`src/rtl/hex_scan_display_if.sv`:
```
// Bundles the data and display signals of hex_scan_display.
//
// Ports (signals):
//   bin_in      packed hex digits, [3:0] = digit 0 (rightmost)
//   dp_in       decimal point request per digit
//   digit_en    per-digit enable (0 = forced dark)
//   brightness  PWM duty code, all-ones = full on
//   seg         segments a..g (seg[0] = a)
//   dp          decimal point segment
//   an          anode enables, an[0] = digit 0
//   frame_tick  one-cycle pulse at each frame start
//
// Modports:
//   master  drives the data inputs, observes the display pins
//   slave   the display driver itself
interface hex_scan_display_if #(
   parameter int N_DIGITS = 4,
   parameter int BRIGHT_W = 4
);
   logic [4*N_DIGITS-1:0] bin_in;
   logic [N_DIGITS-1:0]   dp_in;
   logic [N_DIGITS-1:0]   digit_en;
   logic [BRIGHT_W-1:0]   brightness;
   logic [6:0]            seg;
   logic                  dp;
   logic [N_DIGITS-1:0]   an;
   logic                  frame_tick;

   modport master (
      output bin_in, dp_in, digit_en, brightness,
      input  seg, dp, an, frame_tick
   );

   modport slave (
      input  bin_in, dp_in, digit_en, brightness,
      output seg, dp, an, frame_tick
   );
endinterface

```
`src/rtl/hex_scan_display.sv`:
```
// Multiplexed hex display driver. Scans N_DIGITS seven-segment digits from
// one packed word, with per-digit decimal points and enables, PWM
// brightness, an anti-ghosting guard interval at each slot start, and
// frame-coherent capture of all inputs (no tearing within a frame).
//
// Ports:
//   clk    system clock
//   rst_n  asynchronous active-low reset
//   bus    hex_scan_display_if.slave: bin_in, dp_in, digit_en, brightness
//          in; seg, dp, an, frame_tick out (all outputs registered)
//
// Configuration macro:
//   HEX_LZ_BLANK_EN  leading-zero blanking; digits above the most
//                    significant nonzero nibble go dark unless their dp bit
//                    is set. Digit 0 is never blanked.
module hex_scan_display #(
   parameter int N_DIGITS       = 4,
   parameter int SLOT_CYCLES    = 100000,
   parameter int GUARD_CYCLES   = 16,
   parameter int BRIGHT_W       = 4,
   parameter bit AN_ACTIVE_LOW  = 1'b1,
   parameter bit SEG_ACTIVE_LOW = 1'b1
) (
   input logic               clk,
   input logic               rst_n,
   hex_scan_display_if.slave bus
);

   localparam int SW = (SLOT_CYCLES > 1) ? $clog2(SLOT_CYCLES) : 1;
   localparam int IW = (N_DIGITS > 1) ? $clog2(N_DIGITS) : 1;

   localparam logic [6:0]          SEG_OFF = SEG_ACTIVE_LOW ? 7'h7F : 7'h00;
   localparam logic                DP_OFF  = SEG_ACTIVE_LOW;
   localparam logic [N_DIGITS-1:0] AN_OFF  = AN_ACTIVE_LOW ? '1 : '0;

   logic [SW-1:0]       slot_cnt;
   logic [IW-1:0]       digit_idx;
   logic [BRIGHT_W-1:0] pwm_cnt;

   // Frame-coherent copies of the inputs, loaded only at frame start.
   logic [N_DIGITS-1:0][3:0] shadow_bin;
   logic [N_DIGITS-1:0]      shadow_dp;
   logic [N_DIGITS-1:0]      shadow_en;
   logic [BRIGHT_W-1:0]      shadow_bright;

   logic frame_start;
   logic in_guard;
   logic blanked;
   logic lit;
   logic [3:0] nibble;
   logic [6:0] seg_hi;

   // Active-high a..g pattern for one hex nibble.
   function automatic logic [6:0] hex_decode(input logic [3:0] v);
      logic [6:0] s;
      case (v)
         4'h0: s = 7'h3F;  4'h1: s = 7'h06;  4'h2: s = 7'h5B;  4'h3: s = 7'h4F;
         4'h4: s = 7'h66;  4'h5: s = 7'h6D;  4'h6: s = 7'h7D;  4'h7: s = 7'h07;
         4'h8: s = 7'h7F;  4'h9: s = 7'h6F;  4'hA: s = 7'h77;  4'hB: s = 7'h7C;
         4'hC: s = 7'h39;  4'hD: s = 7'h5E;  4'hE: s = 7'h79;  default: s = 7'h71;
      endcase
      return s;
   endfunction

   assign frame_start = (digit_idx == '0) && (slot_cnt == '0);
   assign in_guard    = (slot_cnt < SW'(GUARD_CYCLES));
   assign nibble      = shadow_bin[digit_idx];
   assign seg_hi      = hex_decode(nibble);

`ifdef HEX_LZ_BLANK_EN
   logic [IW-1:0] msd_idx;

   // Index of the most significant nonzero nibble (0 when the word is 0),
   // so digit 0 can never sit above it.
   always_comb begin
      msd_idx = '0;
      for (int i = 0; i < N_DIGITS; i++) begin
         if (shadow_bin[i] != 4'h0) msd_idx = IW'(i);
      end
   end

   assign blanked = (digit_idx > msd_idx) && !shadow_dp[digit_idx];
`else
   assign blanked = 1'b0;
`endif

   assign lit = !in_guard && shadow_en[digit_idx] && !blanked &&
                (pwm_cnt <= shadow_bright);

   always_ff @(posedge clk or negedge rst_n) begin
      if (!rst_n) begin
         slot_cnt      <= '0;
         digit_idx     <= '0;
         pwm_cnt       <= '0;
         shadow_bin    <= '0;
         shadow_dp     <= '0;
         shadow_en     <= '0;
         shadow_bright <= '0;
         bus.seg        <= SEG_OFF;
         bus.dp         <= DP_OFF;
         bus.an         <= AN_OFF;
         bus.frame_tick <= 1'b0;
      end else begin
         if (slot_cnt == SW'(SLOT_CYCLES - 1)) begin
            slot_cnt  <= '0;
            digit_idx <= (digit_idx == IW'(N_DIGITS - 1)) ? '0 : digit_idx + 1'b1;
         end else begin
            slot_cnt <= slot_cnt + 1'b1;
         end

         // Held at 0 through the guard so the first active cycle sees 0.
         pwm_cnt <= in_guard ? '0 : pwm_cnt + 1'b1;

         if (frame_start) begin
            shadow_bin    <= bus.bin_in;
            shadow_dp     <= bus.dp_in;
            shadow_en     <= bus.digit_en;
            shadow_bright <= bus.brightness;
         end

         bus.frame_tick <= frame_start;

         if (lit) begin
            bus.an  <= AN_ACTIVE_LOW ? ~(N_DIGITS'(1) << digit_idx)
                                     :  (N_DIGITS'(1) << digit_idx);
            bus.seg <= SEG_ACTIVE_LOW ? ~seg_hi : seg_hi;
            bus.dp  <= SEG_ACTIVE_LOW ? ~shadow_dp[digit_idx] : shadow_dp[digit_idx];
         end else begin
            bus.an  <= AN_OFF;
            bus.seg <= SEG_OFF;
            bus.dp  <= DP_OFF;
         end
      end
   end

endmodule

```
`src/flat_wrapper.sv`:
```
// flat-port wrapper written by rule: the top's interface ports become plain ports
module hex_scan_display_flat 
#(
   parameter int N_DIGITS       = 4,
   parameter int SLOT_CYCLES    = 100000,
   parameter int GUARD_CYCLES   = 16,
   parameter int BRIGHT_W       = 4,
   parameter bit AN_ACTIVE_LOW  = 1'b1,
   parameter bit SEG_ACTIVE_LOW = 1'b1
)
  (clk, rst_n, bus_bin_in, bus_dp_in, bus_digit_en, bus_brightness, bus_seg, bus_dp, bus_an, bus_frame_tick);
  hex_scan_display_if #(.N_DIGITS(N_DIGITS), .BRIGHT_W(BRIGHT_W)) bus_i ();
  input logic clk;
  input logic rst_n;
  input wire logic [$bits(bus_i.bin_in)-1:0] bus_bin_in;
  input wire logic [$bits(bus_i.dp_in)-1:0] bus_dp_in;
  input wire logic [$bits(bus_i.digit_en)-1:0] bus_digit_en;
  input wire logic [$bits(bus_i.brightness)-1:0] bus_brightness;
  output wire logic [$bits(bus_i.seg)-1:0] bus_seg;
  output wire logic [$bits(bus_i.dp)-1:0] bus_dp;
  output wire logic [$bits(bus_i.an)-1:0] bus_an;
  output wire logic [$bits(bus_i.frame_tick)-1:0] bus_frame_tick;
  assign bus_i.bin_in = bus_bin_in;
  assign bus_i.dp_in = bus_dp_in;
  assign bus_i.digit_en = bus_digit_en;
  assign bus_i.brightness = bus_brightness;
  assign bus_seg = bus_i.seg;
  assign bus_dp = bus_i.dp;
  assign bus_an = bus_i.an;
  assign bus_frame_tick = bus_i.frame_tick;
  hex_scan_display #(.N_DIGITS(N_DIGITS), .SLOT_CYCLES(SLOT_CYCLES), .GUARD_CYCLES(GUARD_CYCLES), .BRIGHT_W(BRIGHT_W), .AN_ACTIVE_LOW(AN_ACTIVE_LOW), .SEG_ACTIVE_LOW(SEG_ACTIVE_LOW)) u_core (.clk(clk), .rst_n(rst_n), .bus(bus_i));
endmodule
```
`config.mk`:
```
export PLATFORM = sky130hd
export DESIGN_NAME = hex_scan_display_flat
export DESIGN_NICKNAME = d
export VERILOG_FILES = /design/src/rtl/hex_scan_display_if.sv /design/src/rtl/hex_scan_display.sv /design/src/flat_wrapper.sv
export SDC_FILE = /design/constraint.sdc
export NUM_CORES = 1
export LEC_CHECK = 0
export CAP_MARGIN = 20
export CORE_UTILIZATION = 49
export DETAILED_ROUTE_END_ITERATION = 8
export GPL_TIMING_DRIVEN = 0
export PLACE_DENSITY_LB_ADDON = 0.15
export SLEW_MARGIN = 20
export SYNTH_ARGS = -nofsm -noshare
export SYNTH_HDL_FRONTEND = slang
export SYNTH_SLANG_ARGS = --single-unit
```
`constraint.sdc`:
```
create_clock -name clk -period 1.8 [get_ports clk]
set_input_delay 0.36 -clock clk [delete_from_list [all_inputs] [get_ports clk]]
set_output_delay 0.36 -clock clk [all_outputs]
set_load 0.01 [all_outputs]
```
==> out/qor.csv <==
metric,value,unit
Syn-to-layout area delta,36.5,%
RSZ-0062 raised after global routing,yes,
r2r worst-path depth,7,
register area share after synthesis,51.6,%
fin. max-slew vios,0,
Core Region,6060,µm²
share of cells above drive strength 1,37.9,%
largest net degree at the start of global routing,36,
Comb pwr share,9.1,%
Die X,82.0,µm
Fin. Hold Viols,0,
initial antenna violation count,0,
root buffer selected by CTS,clkbuf_8,
cell area after synthesis,3140,µm²
first-pass GRT wire length,9580,µm
post-synthesis compound-gate area fraction,3.83,%
slew margin rel.,73.9,%
worst setup path class,flip-flop to flip-flop,
Yosys warnings,0,
TritonRoute pass-1 iters,4,
switching part of the total power,22.9,%
CTS tree,done,
adder-cell share of the synthesized area,6.78,%
Hold Path Class,flip-flop to flip-flop,
Post-synth ARST share,100,%
final wirelength,6220,µm
average wire per standard cell,15.2,µm
setup TNS,-1880,ps
total CTS buffers,9,
Worst-Skew Late Latency,350,ps
FMAX,521,MHz
critical path capture point type,flip-flop,
Post-Syn Area per Cell,12.4,µm²
clock share of power,43.2,%
Synth area leaders,"dfrtp_1 42%, dfstp_2 10%, mux2_2 7.9%",
register share of total power,47.7,%
top-area cell type share of the netlist area,41.5,%
fin nets,377,
uppermost layer routed,met4,
power per cell area,742,nW/µm²
gr usage total,19.8,%
setup ws final,-121,ps
VDD IR max,0.493,mV
# DRC,0,
antenna cells,0,
Worst setup SP type,flip-flop,
number of global-route vias before repair,2012,
io pins,43,
Pint,0.00245,W
worst path required time,2030,ps
status,finished with violations,
Hold WS,482,ps
die area,6720,µm²
met2 routed WL,2910,µm
Initial Utilization,51.7,%
std cell rows,28,
Max Cap Viol,0,
final period utilization,107,%
Final ANT Viol Nets,0,
post-synth net total,299,
Layout Skew,9.25,ps
Metal-1 WL,2900,µm
"Top FF cell, synth",dfrtp_1,
H-Tree Depth,3,
total gr overflow,0,
P_leak,1.94,nW
Die Height,82.0,µm
"Setup violations, final",23,
Post-synth EDFFs,0,
CP max FO,5,
sw power,0.000726,W
"flops & latches, synth",64,
DP HPWL,3950,µm
IO Port Bufs,42,
Post-Synth Simple-Gate Area,11.5,%
Post-Syn Instances,252,
CTS Sinks,64,
via/cell ratio,5.17,
Netlist cell types,41,
drt initial violations,67,
total number of vias,2119,
violated checks,setup timing,
Worst-Margin Slew,392,ps
multiplexer share of the synthesized area,17.8,%
Final Critical Period,1920,ps
"area leader, netlist",dfrtp_1,
largest family of logic cells by synthesized area,multiplexers,
routability cong.,0.800,
Crit path arrival time,2150,ps
clock buffer depth,2,
met3 routed WL,282,µm
hold depth,1,
clk slew on worst S/H paths,80,ps
XOR/XNOR Fraction of Synth Area,4.19,%
==> worst max-delay path: stages, from the launching register on <==
cell and delay (ps):
dfrtp_1 430, nor4_4 330, and4_1 260, buf_6 120
nand4_4 80, buf_8 170, buf_12 130, mux2_4 300
==> what timing repair did <==
action,in CTS,in global routing
pin swaps,3,9
resized for setup,20,28
hold buffers,1,0
setup buffers,14,9
gates cloned,1,1
hold endpoints to repair,27,0
setup endpoints to repair,42,45
==> cell usage in the layout, fill, tap and decap left out, types with 2 or more instances in the layout <==
master | synthesis | final
buf_6 | 3 | 8
ha_2 | 0 | 3
clkinv_4 | 0 | 3
and4_1 | 2 | 2
o211ai_1 | 3 | 3
dfrtp_2 | 0 | 6
a21oi_1 | 5 | 4
buf_12 | 0 | 2
nor2b_1 | 2 | 2
dfstp_2 | 12 | 12
mux2_2 | 22 | 21
clkinv_2 | 0 | 2
ha_4 | 0 | 3
inv_4 | 0 | 2
buf_4 | 1 | 20
nand4_1 | 7 | 7
inv_1 | 18 | 15
bufinv_16 | 0 | 2
nor2_1 | 19 | 19
xor2_1 | 8 | 8
mux4_2 | 6 | 6
ha_1 | 17 | 11
and3_1 | 4 | 4
dfrtp_1 | 52 | 46
nand3_1 | 8 | 8
dlymetal6s2s_1 | 0 | 3
nand2_1 | 17 | 16
nand3b_1 | 2 | 2
mux2_4 | 9 | 10
nor4_4 | 0 | 2
clkbuf_8 | 0 | 9
clkdlybuf4s50_1 | 0 | 38
xnor2_1 | 7 | 7
mux2i_1 | 4 | 4
==> power groups by stage <==
stage / combinational (W) / sequential [W] / clock (W)
after global placement: 0.000250 / 0.00154 / 0
after global routing: 0.000316 / 0.00152 / 0.00146
final: 0.000288 / 0.00152 / 0.00137
after CTS: 0.000268 / 0.00152 / 0.00139
after detailed placement: 0.000257 / 0.00154 / 0
after floorplan: 0.000103 / 0.00155 / 0
==> per-stage QoR <==
stage	power [W]	instances	setup slack (ps)	util, %	instance area, µm²
floorplan	0.00165	252	2.40	-	3160
global placement	0.00179	369	-1690	60.7	3680
detailed placement	0.00180	370	-224	61.0	3700
CTS	0.00317	401	-65.0	68.0	4120
global route	0.00330	410	-174	70.6	4280
finish	0.00317	410	-121	70.6	4280
==> metal layers <==
layer  global-route usage, %  vias up
met5                       0        -
met1                    26.6     1020
met3                    6.00       13
met4                    7.72        0
li1                        -     1034
met2                    29.8       52
==> cell usage after synthesis (2+ instances only) <==
master	instances
dfrtp_1	52
mux2_2	22
nor2_1	19
inv_1	18
ha_1	17
nand2_1	17
dfstp_2	12
mux2_4	9
nand3_1	8
xor2_1	8
nand4_1	7
xnor2_1	7
mux4_2	6
a21oi_1	5
and3_1	4
buf_2	4
mux2i_1	4
buf_6	3
o211ai_1	3
and4_1	2
clkbuf_1	2
nand3b_1	2
nor2b_1	2
nor4_1	2
==> kinds of logic after synthesis <==
group | Yosys count
xor+xnor | 15
simple gates | 70
mux | 41
buf+inv | 28
fa+ha+maj | 17
flops | 64
compound gates | 17
==> final timing paths <==
check / from / end / slack (ps)
max in group asynchronous: rst_n / u_core.bus.an[3]$_DFF_PN1_ / 730
min in group asynchronous: rst_n / u_core.shadow_bright[2]$_DFFE_PN0P_ / 490
min: u_core.pwm_cnt[0]$_DFF_PN0_ / u_core.pwm_cnt[0]$_DFF_PN0_ / 480
max reg2reg: u_core.slot_cnt[12]$_DFF_PN0_ / u_core.shadow_en[2]$_DFFE_PN0P_ / -120
max: u_core.slot_cnt[12]$_DFF_PN0_ / u_core.shadow_en[2]$_DFFE_PN0P_ / -120
min reg2reg: u_core.pwm_cnt[0]$_DFF_PN0_ / u_core.pwm_cnt[0]$_DFF_PN0_ / 480
==> cell type report <==
class	count	area, µm²
buffer	8	88.8
clock buffer	9	124
clock inverter	7	96.3
fill	436	1780
inverter	18	72.6
multi-input combinational	160	1500
sequential	64	1620
tap	75	93.8
timing repair buffer	69	679
==> state kept, by name, summed over array words and instances, names as in the netlist, 2 cells and up <==
| register | cells |
|---|---|
| u_core.bus.an | 4 |
| u_core.pwm_cnt | 4 |
| u_core.shadow_en | 4 |
| u_core.digit_idx | 2 |
| u_core.slot_cnt | 17 |
| u_core.bus.seg | 7 |
| u_core.shadow_bin | 16 |
| u_core.shadow_bright | 4 |
| u_core.shadow_dp | 4 |
(Power assumes the default switching activity.)
